<file path="src/rtl/dac_tdm_pkg.sv">
// Shared constants and types for the 4-slot TDM DAC transmitter.
package dac_tdm_pkg;

  localparam int unsigned N_SLOTS          = 4;
  localparam int unsigned SLOT_BITS        = 32;
  localparam int unsigned FRAME_BITS       = 128;
  localparam int unsigned LRCK_HIGH_BITS   = 64;
  localparam int unsigned STROBE_BIT       = 64;
  localparam int unsigned SAMPLE_W_DEFAULT = 16;

  typedef logic signed [SAMPLE_W_DEFAULT-1:0] sample_t;

endpackage

</file>
<file path="src/rtl/tdm_bit_timer.sv">
// Bit-clock divider and 128-bit frame counter for the TDM transmitter.
module tdm_bit_timer
  import dac_tdm_pkg::*;
#(
  parameter int unsigned ClkPerBclk = 2
) (
  input  logic       clk_i,
  input  logic       rst_ni,
  output logic [6:0] bit_cnt_o,
  output logic       bclk_phase_o,
  output logic       frame_end_o,
  output logic       strobe_tick_o
);

  localparam int unsigned DivW = (ClkPerBclk > 1) ? $clog2(ClkPerBclk) : 1;
  localparam logic [DivW-1:0] DivLast = DivW'(ClkPerBclk - 1);
  localparam logic [DivW-1:0] DivHalf = DivW'(ClkPerBclk / 2);

  logic [DivW-1:0] div_cnt_q, div_cnt_d;
  logic [6:0]      bit_cnt_q, bit_cnt_d;
  logic            div_wrap;

  always_comb begin
    div_wrap  = (div_cnt_q == DivLast);
    div_cnt_d = div_wrap ? '0 : div_cnt_q + 1'b1;
    // 7-bit counter wraps 127 -> 0 on its own
    bit_cnt_d = div_wrap ? bit_cnt_q + 7'd1 : bit_cnt_q;
  end

  always_ff @(posedge clk_i or negedge rst_ni) begin
    if (!rst_ni) begin
      div_cnt_q <= '0;
      bit_cnt_q <= '0;
    end else begin
      div_cnt_q <= div_cnt_d;
      bit_cnt_q <= bit_cnt_d;
    end
  end

  always_comb begin
    bit_cnt_o     = bit_cnt_q;
    bclk_phase_o  = (div_cnt_q >= DivHalf);
    frame_end_o   = div_wrap && (bit_cnt_q == 7'(FRAME_BITS - 1));
    strobe_tick_o = (div_cnt_q == '0) && (bit_cnt_q == 7'(STROBE_BIT));
  end

endmodule

</file>
<file path="src/rtl/dac_tdm_tx.sv">
// 4-slot TDM serialiser with frame-coherent double buffering.
// Optional soft mute at frame boundaries when DAC_SOFT_MUTE_EN is defined.
module dac_tdm_tx
  import dac_tdm_pkg::*;
#(
  parameter int unsigned CLK_PER_BCLK = 2,
  parameter int unsigned SAMPLE_W     = 16
) (
  input  logic                clk,
  input  logic                rst_n,
  input  logic [SAMPLE_W-1:0] dac_in0,
  input  logic [SAMPLE_W-1:0] dac_in1,
  input  logic [SAMPLE_W-1:0] dac_in2,
  input  logic [SAMPLE_W-1:0] dac_in3,
`ifdef DAC_SOFT_MUTE_EN
  input  logic                mute,
`endif
  output logic                bclk,
  output logic                lrck,
  output logic                sdout,
  output logic                sample_strobe
);

  localparam int unsigned IdxW = (SAMPLE_W > 1) ? $clog2(SAMPLE_W) : 1;

  logic [6:0] bit_cnt;
  logic       bclk_phase;
  logic       frame_end;
  logic       strobe_tick;

  tdm_bit_timer #(
    .ClkPerBclk (CLK_PER_BCLK)
  ) u_bit_timer (
    .clk_i         (clk),
    .rst_ni        (rst_n),
    .bit_cnt_o     (bit_cnt),
    .bclk_phase_o  (bclk_phase),
    .frame_end_o   (frame_end),
    .strobe_tick_o (strobe_tick)
  );

  logic [SAMPLE_W-1:0] dac_in   [N_SLOTS];
  logic [SAMPLE_W-1:0] shadow_q [N_SLOTS];
  logic [SAMPLE_W-1:0] shadow_d [N_SLOTS];
  logic                load_zero;

  assign dac_in[0] = dac_in0;
  assign dac_in[1] = dac_in1;
  assign dac_in[2] = dac_in2;
  assign dac_in[3] = dac_in3;

  always_comb begin
    load_zero = 1'b0;
`ifdef DAC_SOFT_MUTE_EN
    load_zero = mute;
`endif
    for (int i = 0; i < int'(N_SLOTS); i++) begin
      shadow_d[i] = shadow_q[i];
      if (frame_end) begin
        shadow_d[i] = load_zero ? '0 : dac_in[i];
      end
    end
  end

  always_ff @(posedge clk or negedge rst_n) begin
    if (!rst_n) begin
      for (int i = 0; i < int'(N_SLOTS); i++) begin
        shadow_q[i] <= '0;
      end
    end else begin
      for (int i = 0; i < int'(N_SLOTS); i++) begin
        shadow_q[i] <= shadow_d[i];
      end
    end
  end

  logic [1:0]      slot;
  logic [4:0]      pos;
  logic [IdxW-1:0] bit_idx;
  logic            bclk_d, lrck_d, sdout_d, strobe_d;
  logic            bclk_q, lrck_q, sdout_q, strobe_q;

  // Samples sit MSB-first at the start of each 32-bit slot; the tail is zero padding
  always_comb begin
    slot    = bit_cnt[6:5];
    pos     = bit_cnt[4:0];
    bit_idx = IdxW'(SAMPLE_W - 1 - 32'(pos));
    sdout_d = 1'b0;
    if (32'(pos) < SAMPLE_W) begin
      sdout_d = shadow_q[slot][bit_idx];
    end
    bclk_d   = bclk_phase;
    lrck_d   = (bit_cnt < 7'(LRCK_HIGH_BITS));
    strobe_d = strobe_tick;
  end

  always_ff @(posedge clk or negedge rst_n) begin
    if (!rst_n) begin
      bclk_q   <= 1'b0;
      lrck_q   <= 1'b0;
      sdout_q  <= 1'b0;
      strobe_q <= 1'b0;
    end else begin
      bclk_q   <= bclk_d;
      lrck_q   <= lrck_d;
      sdout_q  <= sdout_d;
      strobe_q <= strobe_d;
    end
  end

  assign bclk          = bclk_q;
  assign lrck          = lrck_q;
  assign sdout         = sdout_q;
  assign sample_strobe = strobe_q;

endmodule

</file>
<file path="config.mk">
export PLATFORM = sky130hd
export DESIGN_NAME = dac_tdm_tx
export DESIGN_NICKNAME = d
export VERILOG_FILES = /design/src/rtl/dac_tdm_pkg.sv /design/src/rtl/tdm_bit_timer.sv /design/src/rtl/dac_tdm_tx.sv
export SDC_FILE = /design/constraint.sdc
export NUM_CORES = 1
export LEC_CHECK = 0
export CAP_MARGIN = 20
export CORE_MARGIN = 3
export CORE_UTILIZATION = 35
export DETAILED_ROUTE_END_ITERATION = 8
export SYNTH_ARGS = -nofsm -noshare
export SYNTH_HDL_FRONTEND = slang
export SYNTH_SLANG_ARGS = --single-unit
</file>
<file path="constraint.sdc">
create_clock -name clk -period 3.9 [get_ports clk]
set_clock_uncertainty 0.2 [all_clocks]
set_input_delay 0.78 -clock clk [delete_from_list [all_inputs] [get_ports clk]]
set_output_delay 0.78 -clock clk [all_outputs]
set_load 0.02 [all_outputs]
</file>
==> impl_metrics.json, run 1 <==
{
  "status": "finished clean",
  "clock_latency_ns": 0.34,
  "first_pass_iters": 4,
  "io_buffer_count": 69,
  "design.core.area_mm2": 0.009371,
  "grt_pass1_wl_mm": 11.22,
  "rr_startpoint": "u_bit_timer.bit_cnt_o[0]",
  "chipWidth_um": 105.0,
  "yosysSeqAreaShare": 0.5545,
  "crit_type": "flip-flop to flip-flop",
  "grt_pass1_vias": 2201,
  "peakVddDrop_mv": 0.1794,
  "cts_sinks": 76,
  "n_antenna_cell": 0,
  "drv_cap": 0,
  "grt_max_degree": 77,
  "critical_path.max_fanout": 40,
  "synthAdderAreaFrac": 0.003648,
  "postCtsSetupRepairBufs": 0,
  "placed_cells": 409,
  "synth-async-reset-ratio": 1.000,
  "hp-start": "shadow_q[53]",
  "ioPinCount": 70,
  "p_clk_frac": 0.396,
  "setup_viol": 0,
  "vias_per_cell": 4.866,
  "cts_resized": 0,
  "grt_usage": 0.1288,
  "ys_warn_count": 0,
  "cp.required_ns": 3.93,
  "synth_area_mm2": 0.003430,
  "end_kind": "flip-flop",
  "final_max_slew_viol_count": 0,
  "p_switching_uw": 332.1,
  "vias": 2063,
  "rsz0062_at_grt": "false",
  "min_path_type": "flip-flop to flip-flop",
  "start_util": 0.3660,
  "drc": 0,
  "globalRoute.totalOverflow": 0,
  "fp-row-count": 35,
  "p_seq_frac": 0.524,
  "worst-r2r-setup-slack_ns": 1.12,
  "dr.first_iter.drc_count": 70,
  "ys.flop_type": "dfrtp_1",
  "dpl.hpwl_mm": 4.694,
  "die-area_mm2": 0.01102,
  "clkSlewWorstSetupHoldPaths_ns": 0.08,
  "synth_compound_area_frac": 0.02846,
  "finalCriticalPeriod_ns": 2.782,
  "cts_made_buffers": 9,
  "root_buffer": "clkbuf_8",
  "syn_avg_cell_area_um2": 15.31,
  "antenna_left": 0,
  "cts_tree": "yes",
  "max_freq_mhz": 359.4,
  "p_leak_nw": 1.788,
  "final_cells": 424,
  "swShare": 0.2077,
  "ys_ff_latch": 76,
  "drive_gt1_frac": 0.3119,
  "synth_cell_types": 32,
  "synth_cells": 224,
  "detail_route.wirelength_mm": 6.777,
  "antenna_found_initial": 0,
  "synthSimpleGateAreaFrac": 0.03247,
  "worstRegToRegCells": 6,
  "clockBufferDepth": 2,
  "combinationalPowerShare": 0.081,
  "powerDensity_mw_per_mm2": 362.4,
  "whs_endpoint": "shadow_q[53]",
  "synth_top_family_by_area": "multiplexers",
  "r2r_end": "shadow_q[3]",
  "syn_to_final_growth_pct": 28.68,
  "p_int_mw": 1.267,
  "htreeDepth": 3,
  "max_slew_margin": 0.3596,
  "hold_violations": 0,
  "cp-start-kind": "flip-flop",
  "hold_buffers": 0,
  "worst_slew_pin_slew_ns": 0.9607,
  "dieHeight_um": 105.0,
  "layout.nets": 358,
  "final_cell_mix": "dfrtp_1 (76), clkdlybuf4s50_1 (68), mux2_2 (67)",
  "arrival_ns": 2.81,
  "final_common_cell": "dfrtp_1",
  "fin_tns_setup_ns": 0,
  "period_share": 0.7134,
  "synth_xor_xnor_area_share": 0.01532,
  "holdPathStages": 1,
  "gp_congestion": 0.8081,
  "syn_nets": 291,
  "synthMuxAreaShare": 0.3338,
  "avgRoutedWirePerCell_um": 15.98,
  "synth_edf_count": 0
}
==> power by group through the flow <==
stage / Combinational, mW / Sequential (mW) / Clock [mW]
after floorplan: 0.0436 / 0.846 / 0
after global placement: 0.131 / 0.852 / 0
after detailed placement: 0.132 / 0.853 / 0
after CTS: 0.133 / 0.838 / 0.653
after global routing: 0.142 / 0.842 / 0.685
final: 0.129 / 0.837 / 0.633
==> cell families (layout without fill, tap and decap cells) <==
| kind of cell | count (synthesis) | in the layout |
|---|---|---|
| muxes | 88 | 88 |
| adders and majority gates | 1 | 1 |
| buffers and inverters | 20 | 91 |
| and+or+nand+nor | 22 | 22 |
| DFF | 76 | 76 |
| xor gates and xnor gates | 6 | 6 |
| AOI/OAI and AO/OA | 11 | 11 |
==> area by class of cell <==
cell class                      count  area (um2)
Clock buffer                       10       127.6
Clock inverter                      5       77.57
Fill cell                         876        4959
Inverter                            4       15.01
Multi-Input combinational cell    128        1419
Sequential cell                    76        1902
Tap cell                          129       161.4
Timing Repair Buffer               72       710.7
==> sequential cells by signal, summed over array words and instances, names as in the netlist <==
| name | count |
|---|---|
| u_bit_timer.bit_cnt_o | 7 |
| lrck | 1 |
| sdout | 1 |
| shadow_q | 64 |
| u_bit_timer.div_cnt_q | 1 |
| sample_strobe | 1 |
| bclk | 1 |
==> cell usage after synthesis (all sizes together) (2+ instances only) <==
cell	instances	area share
nor2	6	0.0066
buf	15	0.026
xnor2	4	0.010
nand3	5	0.0073
mux2i	9	0.026
nand2	4	0.0051
mux4	12	0.088
inv	4	0.0044
nand4	2	0.0036
xor2	2	0.0051
mux2	67	0.22
o2111ai	3	0.0077
dfrtp	76	0.55
==> through the flow <==
step	util	worst slack [ns]	hold slack, ns	total power, mW	area (um2)
after detailed placement	0.4490	1.081	0.2892	0.9859	4208
after floorplan	-	2.045	0.1487	0.8899	3430
after global placement	0.4490	1.136	0.2809	0.9835	4208
final	0.4709	1.118	0.3011	1.599	4413
after global routing	0.4709	0.8996	0.3239	1.669	4413
after CTS	0.4709	1.059	0.3066	1.624	4413
==> layer usage <==
metal / vias up / global-route usage / share of wire
li1: 966 / - / -
met1: 1040 / 0.1683 / 0.45
met2: 52 / 0.2044 / 0.49
met3: 5 / 0.04138 / 0.054
met4: 0 / 0.03936 / 0.0062
met5: - / 0 / 0
==> worst max-delay path, cell delays in order (launching register included) <==
cell     delay, ns
dfrtp_1       0.50
ha_1          0.28
nand3_1       0.09
nor2_1        0.08
nand2_2       0.68
buf_4         0.45
mux2_2        0.38
==> how the worst max path moves through the flow <==
stage	cells past startpoint	to	startpoint
after global routing	5	shadow_q[3]	u_bit_timer.bit_cnt_o[5]
after detailed placement	6	shadow_q[3]	u_bit_timer.bit_cnt_o[0]
final	6	shadow_q[3]	u_bit_timer.bit_cnt_o[0]
after floorplan	5	sdout	u_bit_timer.bit_cnt_o[6]
after global placement	6	shadow_q[19]	u_bit_timer.bit_cnt_o[0]
after CTS	6	shadow_q[8]	u_bit_timer.bit_cnt_o[0]
Note: power is estimated with default switching activity, not from simulation.
==> inputs of run 2 (changes only) <==
==> constraint.sdc (replaced) <==
create_clock -name clk -period 2.7 [get_ports clk]
set_clock_uncertainty 0.2 [all_clocks]
set_input_delay 0.54 -clock clk [delete_from_list [all_inputs] [get_ports clk]]
set_output_delay 0.54 -clock clk [all_outputs]
set_load 0.02 [all_outputs]
==> run 2 against run 1 <==
  * Sequential power is 45% higher
  * Hold slack gained 0.0020 ns
  * Flip-flop and latch count unchanged
  * Worst setup slack lost 0.66 ns
  * Fmax grew 24%
  * Power is 58% higher
  * Design area rose by 3.1%
  * Via count increased by 2.1%
  * Core utilization increased by 1.4 points
  * Combinational power grew 48%
  * Non-clock buffer count grew 5
  * Global-route usage hardly changed
==> impl_metrics.json, run 2 (same netlist as run 1, synthesis figures left out) <==
{
  "status": "finished clean",
  "grt_max_degree": 40,
  "design.core.area_mm2": 0.009371,
  "layout.nets": 363,
  "largest_register_ffs": 64,
  "drv_cap": 0,
  "power_mw": 2.524,
  "powerDensity_mw_per_mm2": 555.0,
  "die-area_mm2": 0.01102,
  "finalCriticalPeriod_ns": 2.247,
  "grt_usage": 0.1291,
  "clockBufferDepth": 2,
  "htreeDepth": 3,
  "n_antenna_cell": 0,
  "period_share": 0.8321,
  "drc": 0,
  "whs_endpoint": "shadow_q[52]",
  "final.setup.worst_slack_ns": 0.4534,
  "final_max_slew_viol_count": 0,
  "hold_violations": 0,
  "top_register": "shadow_q",
  "arrival_ns": 2.29,
  "met2_length_mm": 3.226,
  "final_cell_mix": "dfrtp_1 (76), clkdlybuf4s50_1 (68), mux2_2 (67)",
  "route.top_layer_used": "met4",
  "final_common_cell": "dfrtp_1",
  "io_buffer_count": 69,
  "cts_tree": "yes",
  "hp-start": "shadow_q[52]",
  "vias": 2106,
  "critical_path.max_fanout": 13,
  "syn_to_final_growth_pct": 32.62,
  "start_util": 0.3660,
  "nFillCells": 857,
  "crit_chain": "mux4_1 > a221oi_2 > o21ai_1 > and4_1",
  "final_cells": 430,
  "worstRegToRegCells": 4,
  "cts_made_buffers": 9,
  "worst-path-buf-inv": 0,
  "clkSlewWorstSetupHoldPaths_ns": 0.08,
  "rr_startpoint": "u_bit_timer.bit_cnt_o[6]",
  "met1_length_mm": 3.119,
  "holdPathStages": 1,
  "met3_length_um": 344,
  "worst_slew_pin_slew_ns": 0.6080,
  "worst-r2r-setup-slack_ns": 0.45,
  "slowest_delay_ns": 0.74,
  "fin_util": 0.4853,
  "grt_pass1_vias": 2145,
  "cp-start-kind": "flip-flop",
  "crit_slowest_cell": "dfrtp_1",
  "peakVddDrop_mv": 0.3443,
  "cp.required_ns": 2.74,
  "ioPinCount": 70,
  "first_pass_iters": 4,
  "chipWidth_um": 105.0,
  "dr.first_iter.drc_count": 68,
  "antenna_found_initial": 0,
  "max_freq_mhz": 445.1,
  "fp-row-count": 35,
  "setup_viol": 0,
  "drive_gt1_frac": 0.3256,
  "detail_route.wirelength_mm": 6.805,
  "gp_congestion": 0.7983,
  "post-place-ws_ns": 0.4599,
  "critPathTopFamily": "flip-flops",
  "rsz0062_at_grt": "false",
  "vias_per_cell": 4.898,
  "end_kind": "flip-flop",
  "max_slew_margin": 0.5947,
  "crit_type": "flip-flop to flip-flop",
  "dpl.hpwl_mm": 4.903,
  "globalRoute.totalOverflow": 0,
  "dieHeight_um": 105.0,
  "r2r_end": "sdout",
  "cts_sinks": 76,
  "postCtsSetupRepairBufs": 0,
  "antenna_left": 0,
  "root_buffer": "clkbuf_8",
  "grt_pass1_wl_mm": 11.14,
  "placed_cells": 413,
  "avgRoutedWirePerCell_um": 15.83,
  "min_path_type": "flip-flop to flip-flop",
  "clock_latency_ns": 0.35,
  "fin_tns_setup_ns": 0,
  "p_leak_nw": 1.860
}
run 2: cell types whose count changed in the layout (fill, tap and decap cells not counted), sizes merged:
cell         previous run  this run
clkbuf                 10         9
clkinv                  2         3
bufinv                  2         4
buf                     4         8
dlygate4sd3             0         1
clkinvlp                1         0
run 2: power by group:
group | switching, mW | internal [mW]
logic | 0.0551 | 0.136
clock network | 0.418 | 0.705
registers | 0.0243 | 1.19
total | 0.497 | 2.03
run 2: layer usage:
metal  vias to the layer above  GRT usage
li1                        979          -
met1                      1055     0.1771
met2                        63     0.1934
met3                         9    0.03644
met4                         0    0.05061
met5                         -          0
run 2: what timing repair did:
item	4_1_cts	5_1_grt
resized for setup	0	0
hold endpoints to repair	38	0
hold buffers	1	0
run 2: worst max path at each step:
stage | startpoint | end | slack [ns] | cells past startpoint
after CTS | u_bit_timer.bit_cnt_o[6] | sdout | 0.44 | 4
final | u_bit_timer.bit_cnt_o[6] | sdout | 0.45 | 4
after global placement | u_bit_timer.bit_cnt_o[6] | sdout | 0.51 | 4
after floorplan | u_bit_timer.bit_cnt_o[6] | sdout | 0.84 | 5
after detailed placement | u_bit_timer.bit_cnt_o[6] | sdout | 0.46 | 4
after global routing | u_bit_timer.bit_cnt_o[6] | sdout | 0.36 | 4
run 2: cell type report:
cell class                 count  area (um2)  share of cell area
tap                          129       161.4             0.03549
sequential                    76        1902              0.4182
multi-input combinational    128        1419              0.3120
clock inverter                 7       138.9             0.03054
clock buffer                   9       123.9             0.02724
timing repair buffer          77       788.3              0.1733
inverter                       4       15.01            0.003301
run 2: stage by stage:
stage | cell area (um2) | hold slack, ns
final | 4548 | 0.3031
after global routing | 4548 | 0.3184
after CTS | 4548 | 0.3060
after detailed placement | 4275 | 0.2885
after global placement | 4275 | 0.2800
after floorplan | 3430 | 0.04441
